<file path="config.mk">
export PLATFORM = sky130hd
export DESIGN_NAME = comp_serial_ctrl
export DESIGN_NICKNAME = d
export VERILOG_FILES = /design/src/rtl/comp_pkg.sv /design/src/rtl/comp_1bit_nor.sv /design/src/rtl/comp_serial_ctrl.sv
export SDC_FILE = /design/constraint.sdc
export NUM_CORES = 1
export LEC_CHECK = 0
export CELL_PAD_IN_SITES_DETAIL_PLACEMENT = 1
export CELL_PAD_IN_SITES_GLOBAL_PLACEMENT = 1
export CORE_ASPECT_RATIO = 0.9
export CORE_MARGIN = 1
export CORE_UTILIZATION = 40
export CTS_BUF_LIST = sky130_fd_sc_hd__clkbuf_16
export DETAILED_ROUTE_END_ITERATION = 12
export HOLD_SLACK_MARGIN = 0.15
export PLACE_DENSITY = 0.9
export REMOVE_ABC_BUFFERS = 1
export SLEW_MARGIN = 25
export SYNTH_ARGS = -nofsm -noshare
export SYNTH_HDL_FRONTEND = slang
export SYNTH_SLANG_ARGS = --single-unit
</file>
<file path="constraint.sdc">
create_clock -name clk -period 2.4 [get_ports clk]
set_input_delay 0.6 -clock clk [delete_from_list [all_inputs] [get_ports clk]]
set_output_delay 0.6 -clock clk [all_outputs]
set_load 0.05 [all_outputs]
</file>
<file path="src/rtl/comp_pkg.sv">
// Shared definitions for the bit-serial comparator controller.
package comp_pkg;

  // Controller states; the encodings are fixed so waveforms and other users agree on them.
  typedef enum logic [1:0] {
    ST_IDLE    = 2'd0,
    ST_COMPARE = 2'd1,
    ST_DONE    = 2'd2
  } state_t;

  // Result vector ordering is {l, e, g}.
  localparam int unsigned RES_W     = 3;
  localparam int unsigned RES_L_BIT = 2;
  localparam int unsigned RES_E_BIT = 1;
  localparam int unsigned RES_G_BIT = 0;

  // Build a result vector in the shared {l, e, g} ordering.
  function automatic logic [RES_W-1:0] pack_res(input logic l, input logic e, input logic g);
    return {l, e, g};
  endfunction

endpackage

</file>
<file path="src/rtl/comp_1bit_nor.sv">
// Single-bit magnitude comparator cell; e is formed as the NOR of l and g.
module comp_1bit_nor (
  input  logic a,
  input  logic b,
  output logic l,
  output logic e,
  output logic g
);

  assign l = ~a & b;
  assign g = a & ~b;
  assign e = ~(l | g);

endmodule

</file>
<file path="src/rtl/comp_serial_ctrl.sv">
// Bit-serial WIDTH-bit unsigned comparator: latches operands on start, feeds the 1-bit cell
// MSB first and stops on the first unequal bit, reporting a one-hot {l, e, g} with a done pulse.
module comp_serial_ctrl
  import comp_pkg::*;
#(
  parameter int unsigned WIDTH = 8
) (
  input  logic             clk,
  input  logic             rst,
  input  logic             start,
  input  logic [WIDTH-1:0] a,
  input  logic [WIDTH-1:0] b,
  output logic             busy,
  output logic             done,
  output logic             l,
  output logic             e,
  output logic             g
);

  localparam int unsigned CNT_W = $clog2(WIDTH);

  state_t           r_state, w_state_d;
  logic [WIDTH-1:0] r_a_sh, w_a_sh_d;
  logic [WIDTH-1:0] r_b_sh, w_b_sh_d;
  logic [CNT_W-1:0] r_cnt, w_cnt_d;
  logic [RES_W-1:0] r_res, w_res_d;

  logic w_cell_l;
  logic w_cell_e;
  logic w_cell_g;

  // The cell always looks at the current MSBs; the controller has no magnitude logic of its own.
  comp_1bit_nor u_cell (
    .a (r_a_sh[WIDTH-1]),
    .b (r_b_sh[WIDTH-1]),
    .l (w_cell_l),
    .e (w_cell_e),
    .g (w_cell_g)
  );

  // State, shift registers, bit counter and result registers.
  always_ff @(posedge clk or posedge rst) begin
    if (rst) begin
      r_state <= ST_IDLE;
      r_a_sh  <= '0;
      r_b_sh  <= '0;
      r_cnt   <= '0;
      r_res   <= '0;
    end else begin
      r_state <= w_state_d;
      r_a_sh  <= w_a_sh_d;
      r_b_sh  <= w_b_sh_d;
      r_cnt   <= w_cnt_d;
      r_res   <= w_res_d;
    end
  end

  // Next-state logic: accept in IDLE, resolve on first unequal bit or after the LSB.
  always_comb begin
    w_state_d = r_state;
    w_a_sh_d  = r_a_sh;
    w_b_sh_d  = r_b_sh;
    w_cnt_d   = r_cnt;
    w_res_d   = r_res;
    unique case (r_state)
      ST_IDLE: begin
        if (start) begin
          w_a_sh_d  = a;
          w_b_sh_d  = b;
          w_cnt_d   = CNT_W'(WIDTH - 1);
          w_res_d   = '0;
          w_state_d = ST_COMPARE;
        end
      end
      ST_COMPARE: begin
        if (!w_cell_e) begin
          w_res_d   = pack_res(w_cell_l, 1'b0, w_cell_g);
          w_state_d = ST_DONE;
        end else if (r_cnt == '0) begin
          w_res_d   = pack_res(1'b0, 1'b1, 1'b0);
          w_state_d = ST_DONE;
        end else begin
          w_a_sh_d = {r_a_sh[WIDTH-2:0], 1'b0};
          w_b_sh_d = {r_b_sh[WIDTH-2:0], 1'b0};
          w_cnt_d  = r_cnt - CNT_W'(1);
        end
      end
      ST_DONE: begin
        // start here is deliberately ignored; it must still be high in IDLE.
        w_state_d = ST_IDLE;
      end
      default: begin
        w_state_d = ST_IDLE;
      end
    endcase
  end

  // Status outputs decode the registered state; results come straight from registers.
  always_comb begin
    busy = (r_state == ST_COMPARE);
    done = (r_state == ST_DONE);
    l    = r_res[RES_L_BIT];
    e    = r_res[RES_E_BIT];
    g    = r_res[RES_G_BIT];
  end

endmodule

</file>
### Word level (Yosys, flattened, before mapping)

Cells that the tools add are included.

* flip-flop bits (word level): 24
* bits of input ports: 19

* $add $sub $neg: 1
* equality and inequality tests: 6
* multiplexer cells: 20
* bitwise operators: 5
* reductions and logical operators: 6

Operators with widths (number)
* 8-bit 2-to-1 mux: 6
* 8-bit one-hot mux with 2 select lines: 2
* 3-bit 2-to-1 mux: 6
* 3-bit one-hot mux with 2 select lines: 2
* 2-bit 2-to-1 mux: 3
* 2-bit inequality test, second input constant: 3
* 2-bit one-hot mux with 2 select lines: 1
* 4-bit AND reduction: 1
* 3-bit zero test: 1
* 3-bit by 1-bit inequality test with 1-bit output, second input constant: 1
* 3-bit AND reduction: 1
* 3-bit by 1-bit subtractor with 3-bit output, second input constant: 1
* 1-bit bitwise AND: 2
* 2-bit by 1-bit == test with 1-bit output, second input constant: 1
* 2-bit == test, second input constant: 1
* 2-bit zero test: 1
* 1-bit inverter: 2
* 2-bit AND reduction: 1
* 2-bit nonzero test: 1
* 1-bit bitwise OR: 1

### Logic depth before layout (Yosys ltp)

* depth after elaboration: 5
* depth in mapped cells: 7
* depth with buffers taken out: 5

### Modules after synthesis

Synthesis repeated with hierarchy kept, for this count alone.

* cells, all modules: 128
* area, all modules: 1326.3 um^2

Modules (own cells, without submodules)
* comp_serial_ctrl: instances 1, cells each 124, area an instance 1293.7 um^2, sequential area each 600.6 um^2
* comp_1bit_nor: instances 1, cells each 4, area an instance 32.5 um^2, sequential area each 0.0 um^2

### Least setup slack after synthesis

OpenSTA, ideal clock, no wires.

* kind: register -> output
* start: register r_state[0]
* end: output done
* arrival: 1.236 ns
* required time: 1.800 ns
* path slack: 0.564 ns
* cell stages (with the launch flop): 3
* buffers on the path: 1
* cell sequence: dfrtp_1 buf_2 nor2_1

* word-level cells in the longest chain between the ends: 1

Ends and longest elaborated chain
* start, declared: RTL line comp_serial_ctrl.sv:22 `state_t r_state, w_state_d;`
* start signal, assigned: RTL line comp_serial_ctrl.sv:50 `r_state <= w_state_d;`
* 2-bit == test: RTL line comp_serial_ctrl.sv:101 `done = (r_state == ST_DONE);`
* end, declared: RTL line comp_serial_ctrl.sv:14 `output logic done,`

Every way passes these cells.

### Worst setup path in the final report

* start: register r_state[1]
* end: output done

The elaborated chain is that of the path after synthesis.

==> impl_metrics.yaml <==
synth:
  synth_edf_count: 0
  syn_area_per_cell_um2: 11.4
  syn-cell-area_mm2: 0.00126
  seq_area_frac_synth: 0.475
  ys_warn_count: 0
  async_reset_ff_frac: 1.00
  syn_inst: 111
  dominantRegCellSynth: "dfrtp_1"
  ys_ff_latch: 24
  post_synth_num_cell_types: 34
detailed_routing:
  num_vias: 1021
  viasPerCell: 5.83
  drc: 0
  dr.first_iter.drc_count: 40
  dr.pass1.iters: 4
  ant_nets: 0
  wl_um: 3380
  drt-wirelength-per-cell_um: 19.3
global_route:
  overflow: 0
  grt_pass1_vias: 1041
  antenna_found_initial: 0
  grt_pass1_wl_um: 5490
  grt_start_max_net_pins: 25
  grtUsageTotal: 0.225
timing:
  fin_crit_ps: 2100
  setup_tns_ps: 0
  grt_setup_unrepaired: "no"
  slew_violations: 0
  timing.hold.ws_ps: 495
  finalSetupViolCount: 0
  fmax_mhz: 476
  tightest_slew_ps: 547
  finalCritPeriodShare: 0.875
  finalClockSkew_ps: 3.60
  slew_headroom: 0.636
  hold_violations: 0
clock_network:
  h-tree-depth: 1
  clk_latency_ps: 260
  ctsHoldBuffers: 0
  cts_sinks: 24
  cts_tree: "yes"
  clkTransAtPathRegs_ps: 60
  root_buffer: "clkbuf_16"
  cts_buffer_depth: 2
  cts_inserted_buffers: 3
  cts-resized-gates: 0
  post_cts_buffers: 0
status:
  status: "finished clean"
final_layout:
  diodes: 0
  layout_common_cells: "dfrtp_1, clkdlybuf4s50_1, o221a_1"
  nets: 159
  final_common_cell: "dfrtp_1"
  stdcell_area_mm2: 0.00163
  final_util: 0.565
  syn_to_final_growth_pct: 28.8
  drive_gt1_frac: 0.104
power_and_ir_drop:
  power_mw: 2.21
  power.density_mw_per_mm2: 1350
  peakVddDrop_v: 0.000584
  p_leak_nw: 0.672
critical_path:
  end_kind: "output port"
  reg2reg_depth: 5
  cp.arrival_ps: 1500
  cp_top_family: "flip-flops"
  ff2ff_setup_slack_ps: 400
  cp_data_required_time_ps: 1800
  path_class: "reg -> out"
  critPathMaxFanout: 14
  cp.buffers_inverters: 2
  critPathSlowestCell: "dfrtp_1"
  cp-start-kind: "flip-flop"
  path_cells: "inv_2 > nor2_1 > buf_4"
  max_stage_delay_ps: 690
  crit_cells: 3
min_path:
  hold_path_depth: 1
  min_path_type: "reg -> reg"
die:
  die_h_um: 55.4
  dieArea_mm2: 0.00339
  boundaryPins: 24
  coreArea_mm2: 0.00288
  rows: 18
  die_width_um: 61.3
  start_util: 0.439
place:
  numPortBuffers: 23
  dp_hpwl_um: 2130
  globalplace.congestion: 0.767
  place_area_mm2: 0.00152
flow_run:
  drv_cap: 0
[sequential cells by signal, summed over array words and instances, names as in the netlist]
register and cells:
r_a_sh 8, r_b_sh 8, r_cnt 3, r_res 3, r_state 2
[cell families (layout without fill, tap and decap cells)]
| family | count (synthesis) | after routing | synth area share |
|---|---|---|---|
| compound gates | 31 | 31 | 0.231 |
| buf+inv | 14 | 38 | 0.0574 |
| simple gates | 37 | 37 | 0.189 |
| fa+ha+maj | 4 | 4 | 0.0396 |
| flops | 24 | 24 | 0.475 |
| mux | 1 | 1 | 0.00791 |
[final timing paths]
path / start / to
worst max-delay path: r_state[1]$_DFFE_PP0P_ / done
worst min-delay path: r_res[2]$_DFFE_PP0P_ / r_res[2]$_DFFE_PP0P_
worst max register to register: r_b_sh[7]$_DFFE_PP0P_ / r_b_sh[4]$_DFFE_PP0P_
worst min register to register: r_res[2]$_DFFE_PP0P_ / r_res[2]$_DFFE_PP0P_
max in group asynchronous: rst / r_cnt[1]$_DFFE_PP0P_
min in group asynchronous: rst / r_b_sh[4]$_DFFE_PP0P_
[synthesized netlist by cell type, types with 3 or more instances]
cell type	n	area (um^2)
a21oi_1	3	15.0
ha_1	4	50.1
or2b_1	8	60.1
dfrtp_1	24	601
nand2b_1	7	43.8
inv_1	6	22.5
nor2b_1	3	18.8
nand2_1	5	18.8
o221a_1	14	158
a221oi_1	3	26.3
buf_2	4	20.0
[report_power, final]
group | switching (mW) | internal (mW)
Clock | 0.149 | 0.332
Sequential | 0.184 | 0.591
Combinational | 0.530 | 0.421
[stage by stage]
step                cells  setup slack [ps]
floorplan             104               466
global placement      171               374
detailed placement    171               313
CTS                   175               336
global route          175               249
finish                175               299
[final cells by class]
type                            count  area (um^2)
Tap cell                           40         50.0
Multi-Input combinational cell     73          592
Clock inverter                      1         30.0
Sequential cell                    24          601
Fill cell                         330         1250
Inverter                            7         26.3
Timing Repair Buffer               27          255
Clock buffer                        3         75.1
[layer usage]
layer / track usage / up-vias / share of wire
met3: 0.0304 / 10 / 0.025
met2: 0.348 / 23 / 0.49
met1: 0.294 / 528 / 0.44
met5: 0 / - / 0
li1: - / 460 / -
met4: 0.127 / 0 / 0.036
Note: power is estimated with default switching activity, not from simulation.
